`config.mk`:
```
export PLATFORM = sky130hd
export DESIGN_NAME = karatsuba_product_reducer
export DESIGN_NICKNAME = d
export VERILOG_FILES = /design/src/rtl/karatsuba_pkg.sv /design/src/rtl/poly_negacyclic_fold.sv /design/src/rtl/karatsuba_product_reducer.sv
export SDC_FILE = /design/constraint.sdc
export NUM_CORES = 1
export LEC_CHECK = 0
export CORE_UTILIZATION = 33
export CTS_BUF_LIST = sky130_fd_sc_hd__clkbuf_4
export CTS_CLUSTER_SIZE = 24
export DETAILED_ROUTE_END_ITERATION = 6
export GPL_TIMING_DRIVEN = 1
export PLACE_DENSITY = 0.57
export SETUP_SLACK_MARGIN = 0.2
export SLEW_MARGIN = 20
export SYNTH_ARGS = -nofsm -noshare
export SYNTH_HDL_FRONTEND = slang
export SYNTH_HIERARCHICAL = 1
export SYNTH_SLANG_ARGS = --single-unit
```
`constraint.sdc`:
```
create_clock -name clk -period 1.61 [get_ports clk]
set_input_delay 0.2415 -clock clk [delete_from_list [all_inputs] [get_ports clk]]
set_output_delay 0.2415 -clock clk [all_outputs]
set_load 0.01 [all_outputs]
```
`src/rtl/karatsuba_pkg.sv`:
```
// rtl/karatsuba_pkg.sv - shared state encoding and width helpers for the Karatsuba product path
//
// Contents:
//   state_t     : reducer FSM encoding (IDLE, FOLD, EMIT)
//   prod_width  : width of a (2D-1)-coefficient product word, (2D-1)*N bits
//   idx_width   : width of a coefficient index, clog2(D) bits (never below 1)

package karatsuba_pkg;

  typedef enum logic [1:0] {
    IDLE = 2'd0,
    FOLD = 2'd1,
    EMIT = 2'd2
  } state_t;

  function automatic int prod_width(input int n, input int d);
    return (2 * d - 1) * n;
  endfunction

  function automatic int idx_width(input int d);
    return (d > 1) ? $clog2(d) : 1;
  endfunction

endpackage

```
`src/rtl/poly_negacyclic_fold.sv`:
```
// rtl/poly_negacyclic_fold.sv - combinational negacyclic fold of a product into Z_(2^N)[x]/(x^D+1)
//
// Ports:
//   p : (2D-1)*N product word, coefficient k at bits [(k+1)*N-1 : k*N]
//   c : D*N reduced word, same packing
//
// Since x^D = -1, every term p_(i+D) x^(i+D) folds back as -p_(i+D) x^i.
// The product has no degree 2D-1 term, so the top coefficient passes through.

module poly_negacyclic_fold
  import karatsuba_pkg::*;
#(
  parameter int N = 4,
  parameter int D = 4
) (
  input  logic [prod_width(N, D)-1:0] p,
  output logic [D*N-1:0]              c
);

  // Plain N-bit subtract: wraps mod 2^N, no saturation.
  for (genvar i = 0; i < D - 1; i++) begin : g_sub
    assign c[i*N +: N] = p[i*N +: N] - p[(i+D)*N +: N];
  end

  assign c[(D-1)*N +: N] = p[(D-1)*N +: N];

endmodule

```
`src/rtl/karatsuba_product_reducer.sv`:
```
// rtl/karatsuba_product_reducer.sv - folds a Karatsuba product negacyclically and streams D coefficients
//
// Ports:
//   clk, rst_n : clock (rising edge), asynchronous active-low reset
//   in_valid   : in_p holds a product this cycle
//   in_ready   : block is idle and will accept a product
//   in_p       : (2D-1)*N product word, coefficient k at bits [(k+1)*N-1 : k*N]
//   out_valid  : out_coef/out_idx/out_last are valid
//   out_ready  : consumer takes the current coefficient
//   out_coef   : reduced coefficient
//   out_idx    : index of out_coef, 0 first
//   out_last   : high with out_idx = D-1
//
// Every output is decoded purely from flops (state, index, result), so there
// is no combinational path from in_valid or out_ready, and an asynchronous
// reset pulls the outputs to their idle values immediately.

module karatsuba_product_reducer
  import karatsuba_pkg::*;
#(
  parameter int N = 4,
  parameter int D = 4
) (
  input  logic                          clk,
  input  logic                          rst_n,
  input  logic                          in_valid,
  output logic                          in_ready,
  input  logic [prod_width(N, D)-1:0]   in_p,
  output logic                          out_valid,
  input  logic                          out_ready,
  output logic [N-1:0]                  out_coef,
  output logic [idx_width(D)-1:0]       out_idx,
  output logic                          out_last
);

  localparam int             PW       = prod_width(N, D);
  localparam int             IW       = idx_width(D);
  localparam logic [IW-1:0]  IDX_LAST = IW'(D - 1);

  state_t          state_q, state_n;
  logic [IW-1:0]   idx_q, idx_n;
  logic [PW-1:0]   prod_q;
  logic [D*N-1:0]  result_q;
  logic [D*N-1:0]  fold_c;
  logic            capture;
  logic            fold_en;

  poly_negacyclic_fold #(
    .N (N),
    .D (D)
  ) u_fold (
    .p (prod_q),
    .c (fold_c)
  );

  always_ff @(posedge clk or negedge rst_n) begin
    if (!rst_n) begin
      state_q  <= IDLE;
      idx_q    <= '0;
      prod_q   <= '0;
      result_q <= '0;
    end else begin
      state_q <= state_n;
      idx_q   <= idx_n;
      if (capture) begin
        prod_q <= in_p;
      end
      if (fold_en) begin
        result_q <= fold_c;
      end
    end
  end

  always_comb begin
    state_n = state_q;
    idx_n   = idx_q;
    capture = 1'b0;
    fold_en = 1'b0;
    unique case (state_q)
      IDLE: begin
        if (in_valid) begin
          capture = 1'b1;
          state_n = FOLD;
        end
      end
      FOLD: begin
        fold_en = 1'b1;
        idx_n   = '0;
        state_n = EMIT;
      end
      EMIT: begin
        if (out_ready) begin
          if (idx_q == IDX_LAST) begin
            idx_n   = '0;
            state_n = IDLE;
          end else begin
            idx_n = idx_q + 1'b1;
          end
        end
      end
      default: begin
        state_n = IDLE;
        idx_n   = '0;
      end
    endcase
  end

  assign in_ready  = (state_q == IDLE);
  assign out_valid = (state_q == EMIT);
  assign out_idx   = idx_q;
  assign out_last  = out_valid && (idx_q == IDX_LAST);
  assign out_coef  = out_valid ? result_q[int'(idx_q)*N +: N] : '0;

endmodule

```
==> results.ini, run 1 <==
[sta]
rsz0062_at_grt = true
final-hold-violation-count = 0
worst-slew-pin-transition_ns = 0.475
fin_ws_ns = -0.183
fin_crit_sh_pct = 111
fmaxAchievable_mhz = 558
max_slew_margin_pct = 68.3
fin_skew_ns = 0.00750
setup_viol = 34
slew_violations = 0
fin_crit_ns = 1.79
finalSetupTns_ns = -2.18

[critical_path]
arrival_ns = 1.55
critPathMaxFanout = 8
crit_chain = buf_12 > buf_12 > mux2i_1 > o22ai_1 > buf_2
r2r_slack_ns = -0.06
critPathMaxStageDelay_ns = 0.44
worstSetupEndpointType = primary output
critPathLaunchType = flip-flop
critical_path.top_delay_family = flip-flops
path_common_cell = buf_12
crit_buf_inv = 3
worstSetupPathType = reg2out
cpMaxStageDelayCell = dfrtp_1
cp.required_ns = 1.37

[drt]
routed_wl_mm = 5.20
via_count = 1600
vias_per_cell = 4.52
drc = 0
dr.pass1.iters = 4
dr.first_iter.drc_count = 68
wire_per_inst_um = 14.7
ant_nets = 0

[power_and_ir_drop]
intPower_uw = 5080
sw_frac_of_total_pct = 32.9
combPwrFrac_pct = 60.9
total_power_uw = 7560
seqPwrFrac_pct = 30.2
power_density_nw_per_um2 = 2050
leakagePower_uw = 0.00169
p_switching_uw = 2490
clockPowerShare_pct = 8.9
max-vdd-ir-drop_mv = 0.630

[place]
numPortBuffers = 40
place_area_um2 = 3010
dp_hpwl_mm = 3.17
gp_congestion = 0.787

[synth]
synthCells = 175
syn-cell-area_um2 = 2440
synthFlopType = dfrtp_1
syn_nets = 220
synth_fa_ha_area_share_pct = 7.60
ys_types = 29
ys_warn_count = 6
synth_top_area_share_pct = 49.3
yosysTopAreaCell = dfrtp_1
synth_edf_count = 0
synth_top_family_by_area = multiplexers
syn_area_per_cell_um2 = 13.9
async_reset_ff_share_pct = 100
synth-simple-area-share_pct = 4.26
synth-xor-area-share_pct = 3.23
synth.cells.most_frequent = 48 x dfrtp_1, 34 x mux2_2, 15 x inv_1
ys_top_cells_by_area = dfrtp_1 49%, mux2_2 16%, mux2_4 5.5%, ha_1 5.1%, mux2i_1 3.3%
yosysSeqAreaShare_pct = 49.3
synth.most_common_cell = dfrtp_1
ys_seq_elements = 48
synthMuxAreaShare_pct = 25.0
synth_compound_area_share_pct = 3.54

[clock_network]
cts.sinks = 48
clk_latency_ns = 0.35
cts.clk_slew.worst_paths_ns = 0.13
numCtsBuffers = 5
cts_tree = yes
cts_root_buffer = clkbuf_4
htreeDepth = 2
cts_max_path_buffers = 2

[worst_hold_path]
hp-class = in2async

[global_route]
track_usage_pct = 14.3
grt_overflow = 0
grt_pass1_vias = 1628
grt_pass1_wl_mm = 8.34
grt_max_degree = 19
grt_antenna_before_repair = 0

[floorplan]
pin_count = 41
num_rows = 30
coreArea_um2 = 6980
initial_utilization_pct = 34.9
dieWidth_um = 87.9
die-area_um2 = 7730
dieHeight_um = 87.9

[cells_and_area]
fin_util_pct = 52.9
area_delta_synth_final_pct = 51.5
fin_area_um2 = 3690
layout-drive-gt1-share_pct = 57.0
fin_nets = 304
diodes = 0

[run_status]
violations = negative setup slack
status = complete, but fails checks

[flow_run]
drv_cap = 0

-- final timing paths --
check	start	to	cells past startpoint
worst max register to register	state_q[0]	prod_q[11]	7
min in group clk	in_p[21]	prod_q[21]	2
worst min-delay path	rst_n	out_idx[0]	2
worst min register to register	result_q[10]	result_q[10]	1
worst max-delay path	out_idx[1]	out_coef[3]	5
max in group asynchronous	rst_n	result_q[1]	3
-- per-stage QoR --
stage          hold WS [ns]  worst slack, ns  cells
2_1_floorplan       -0.0541            0.166    175
5_1_grt               0.385           -0.236    354
3_3_place_gp          0.226           -0.188    314
3_5_place_dp          0.230           -0.211    314
6_report              0.360           -0.183    354
4_1_cts               0.357           -0.167    343
-- state kept, by name, summed over array words and instances (netlist names) --
| register | flops |
|---|---|
| result_q | 16 |
| state_q | 2 |
| out_idx | 2 |
| prod_q | 28 |
-- area by class of cell --
cell class              count  area, um^2
clock buffers               5        37.5
clock inverters             1        30.0
fillers                   620        3290
inverters                  15        56.3
multi-input cells         101        1360
flip-flops and latches     48        1200
well taps                  96         120
repair buffers             88         888
-- per-layer routing --
metal  part of all wire [%]  GRT usage [%]  vias up
met5                      0              0        -
met4                   0.98           3.58        0
met3                    3.3           3.58        4
met2                     45           21.2       35
met1                     50           21.0      800
li1                       -              -      761
-- kinds of logic (layout without fill, tap and decap cells) --
family | count (synthesis) | count (layout)
AO/OA/AOI/OAI | 13 | 13
XOR/XNOR | 9 | 9
adder cells (fa/ha/maj) | 13 | 13
buffers and inverters | 26 | 109
flip-flops | 48 | 48
multiplexers | 52 | 52
AND/OR/NAND/NOR | 14 | 14
-- what timing repair did --
action,in CTS,in global routing
endpoints found under the setup margin,47,54
resized for setup,105,31
endpoints found under the hold margin,15,0
hold buffers,1,0
setup buffers,20,11
cloned,2,0
pin swaps,16,19
-- power by group through the flow --
stage	Clock [uW]	Sequential [uW]	Combinational, uW
2_1_floorplan	0	2130	2270
3_3_place_gp	0	2210	2900
3_5_place_dp	0	2230	2930
4_1_cts	709	2230	3980
5_1_grt	759	2360	5010
6_report	676	2290	4600
-- cell usage in the layout, fill, tap and decap left out, types with 2 or more instances in the layout --
cell             instances
a21bo_2                  2
fa_2                     3
buf_6                   17
mux2i_1                  5
nand2_2                  2
mux2i_2                  3
inv_2                   10
xnor2_1                  2
a21oi_2                  2
ha_2                     3
buf_8                    2
clkdlybuf4s50_1         30
a21oi_1                  2
buf_4                   23
o22ai_1                  3
mux2_4                  44
buf_12                   7
dfrtp_1                 48
ha_4                     6
xnor2_2                  2
nand3b_1                 3
xor2_1                   4
inv_1                    5
clkbuf_4                 5
a21o_1                   2
buf_2                    6
No activity file was read; power rests on OpenSTA's default activity.
==> run 2: changes to the inputs <==
GPL_ROUTABILITY_DRIVEN = 0   (was not set)
==> results of run 2 <==
Final layout, timing and power as in run 1 (identical DEF).
==> run 3: changes to the inputs <==
DONT_BUFFER_PORTS = 1   (was not set)
PLACE_DENSITY = 0.5   (was 0.57)
==> run 3 against run 2 <==
Compared with the run above:
- the flow still finishes with violations (negative setup slack)
- via count fell by 3.9%
- sequential cell count stayed put
- count of clock-buffer cells in the layout is the same
- non-clock buffer count shrank 28
- critical path depth is 2 lower
- critical path type unchanged
- highest routed layer unchanged
==> results.ini, run 3 (synthesized netlist as in run 1, its figures left out) <==
[run_status]
status = complete, but fails checks
violations = negative setup slack

[clock_network]
cts_max_path_buffers = 2  ; unchanged
cts.sinks = 48  ; unchanged
cts_tree = yes
cts_root_buffer = clkbuf_4
numCtsBuffers = 5  ; unchanged
htreeDepth = 2  ; unchanged
cts.clk_slew.worst_paths_ns = 0.14  ; about the same
clk_latency_ns = 0.37  ; +0.02 ns

[critical_path]
critPathLaunchType = flip-flop
cp.required_ns = 1.37  ; about the same
arrival_ns = 1.54  ; about the same
worstSetupPathType = reg2out
worstSetupEndpointType = primary output
critPathMaxFanout = 4  ; -4
r2r_slack_ns = -0.10  ; -0.04 ns

[sta]
fin_skew_ns = 0.0161  ; +0.00861 ns
fin_crit_ns = 1.78  ; -0.0123 ns
max_slew_margin_pct = 81.6  ; +13 points
setup_viol = 28  ; -18%
rsz0062_at_grt = true
final-hold-violation-count = 0  ; unchanged
finalSetupTns_ns = -1.75  ; +0.429 ns
fmaxAchievable_mhz = 562  ; +0.69%
fin_ws_ns = -0.171  ; +0.0123 ns
worst-slew-pin-transition_ns = 0.269  ; -0.206 ns
slew_violations = 0  ; unchanged
fin_crit_sh_pct = 111  ; -0.77 points

[floorplan]
initial_utilization_pct = 34.9  ; unchanged
pin_count = 41  ; unchanged
die-area_um2 = 7730  ; unchanged
dieWidth_um = 87.9  ; unchanged
dieHeight_um = 87.9  ; unchanged
num_rows = 30  ; unchanged
coreArea_um2 = 6980  ; unchanged

[power_and_ir_drop]
max-vdd-ir-drop_mv = 0.935  ; +48%
power_density_nw_per_um2 = 2060  ; +0.74%
leakagePower_uw = 0.00157  ; -7.2%

[cells_and_area]
fin_nets = 276  ; -9.2%
most-common-layout-cells = 46 x dfrtp_1, 44 x mux2_4, 27 x dlygate4sd3_1
diodes = 0  ; unchanged
reg.largest.list = prod_q (28), result_q (16)
largest_reg_flops = 28  ; unchanged
area_delta_synth_final_pct = 41.7
final_common_cell = dfrtp_1
layout-drive-gt1-share_pct = 48.9  ; -8.1 points
fillers = 653  ; +5.3%
top_register = prod_q
final_cells = 327  ; -7.6%

[place]
place_inst = 270  ; -14%
numPortBuffers = 0  ; -100%
dp_hpwl_mm = 3.06  ; -3.6%

[drt]
routed_wl_mm = 5.35  ; +3.0%
dr.pass1.iters = 3  ; -1
via_count = 1538  ; -3.9%
dr.first_iter.drc_count = 59  ; -13%
vias_per_cell = 4.70  ; +4.1%
drc = 0  ; unchanged
wire_per_inst_um = 16.4  ; +11%
ant_nets = 0  ; unchanged

[worst_hold_path]
hp-class = in2reg

[global_route]
track_usage_pct = 15.0  ; +0.64 points
grt_pass1_vias = 1636  ; +0.49%
grt_overflow = 0  ; unchanged
grt_max_degree = 49  ; +30
grt_pass1_wl_mm = 8.53  ; +2.3%
grt_antenna_before_repair = 0  ; unchanged

[flow_run]
drv_cap = 0  ; unchanged

## run 3: report_power, final
group	leakage [uW]	switching, uW	internal [uW]	total [uW]
registers	0.000566	466	1820	2290
logic	0.000950	1490	2490	3980
clock network	0.0000513	383	476	859
total	0.00157	2340	4790	7130
## run 3: path summary, 6_finish.rpt
check / startpoint / endpoint / depth (start not counted)
worst max register to register: state_q[0] / prod_q[18] / 7
worst max-delay path: state_q[0] / out_coef[3] / 3
worst min register to register: prod_q[17] / prod_q[17] / 1
max in group asynchronous: rst_n / prod_q[19] / 2
min in group asynchronous: rst_n / prod_q[14] / 2
worst min-delay path: in_p[19] / prod_q[19] / 1
## run 3: layout make-up
cell class                 instances  area (um^2)  share of cell area [%]
multi-input combinational        101         1290                    37.5
sequential                        48         1200                    34.8
timing repair buffer              60          683                    19.8
tap                               96          120                    3.48
clock inverter                     2         60.1                    1.74
inverter                          15         56.3                    1.63
clock buffer                       5         37.5                    1.09
## run 3: what timing repair did
item / 4_1_cts / 5_1_grt
cloned: 3 / 0
hold endpoints to repair: 58 / 16
pin swaps: 9 / 4
hold buffers: 12 / 16
buffers inserted: 15 / 4
gates resized for setup: 69 / 8
setup endpoints to repair: 44 / 53
## run 3: per-stage QoR
| stage | hold slack [ns] | utilization (%) | instance area [um^2] | worst slack [ns] | total power (uW) |
|---|---|---|---|---|---|
| 2_1_floorplan | -0.0541 | - | 2460 | 0.166 | 4410 |
| 3_3_place_gp | -0.0523 | 36.6 | 2550 | 0.101 | 4810 |
| 3_5_place_dp | -0.0525 | 36.6 | 2550 | 0.0864 | 4940 |
| 4_1_cts | 0.000209 | 46.3 | 3230 | -0.182 | 7000 |
| 5_1_grt | 0.00264 | 49.5 | 3450 | -0.222 | 7620 |
| 6_report | 0.0213 | 49.5 | 3450 | -0.171 | 7130 |
## run 3: metal layers
metal	share of wire, %	global-route usage (%)	wire length, um	up-vias
li1	-	-	-	712
met1	45	19.3	2400	783
met2	49	24.2	2630	32
met3	3.8	3.68	203	11
met4	2.2	6.11	119	0
met5	0	0	0	-
## run 3: critical path, stage by stage (launching register included)
cell and delay [ns]:
dfrtp_2 0.45, or3b_4 0.42, o22ai_1 0.15, buf_4 0.15
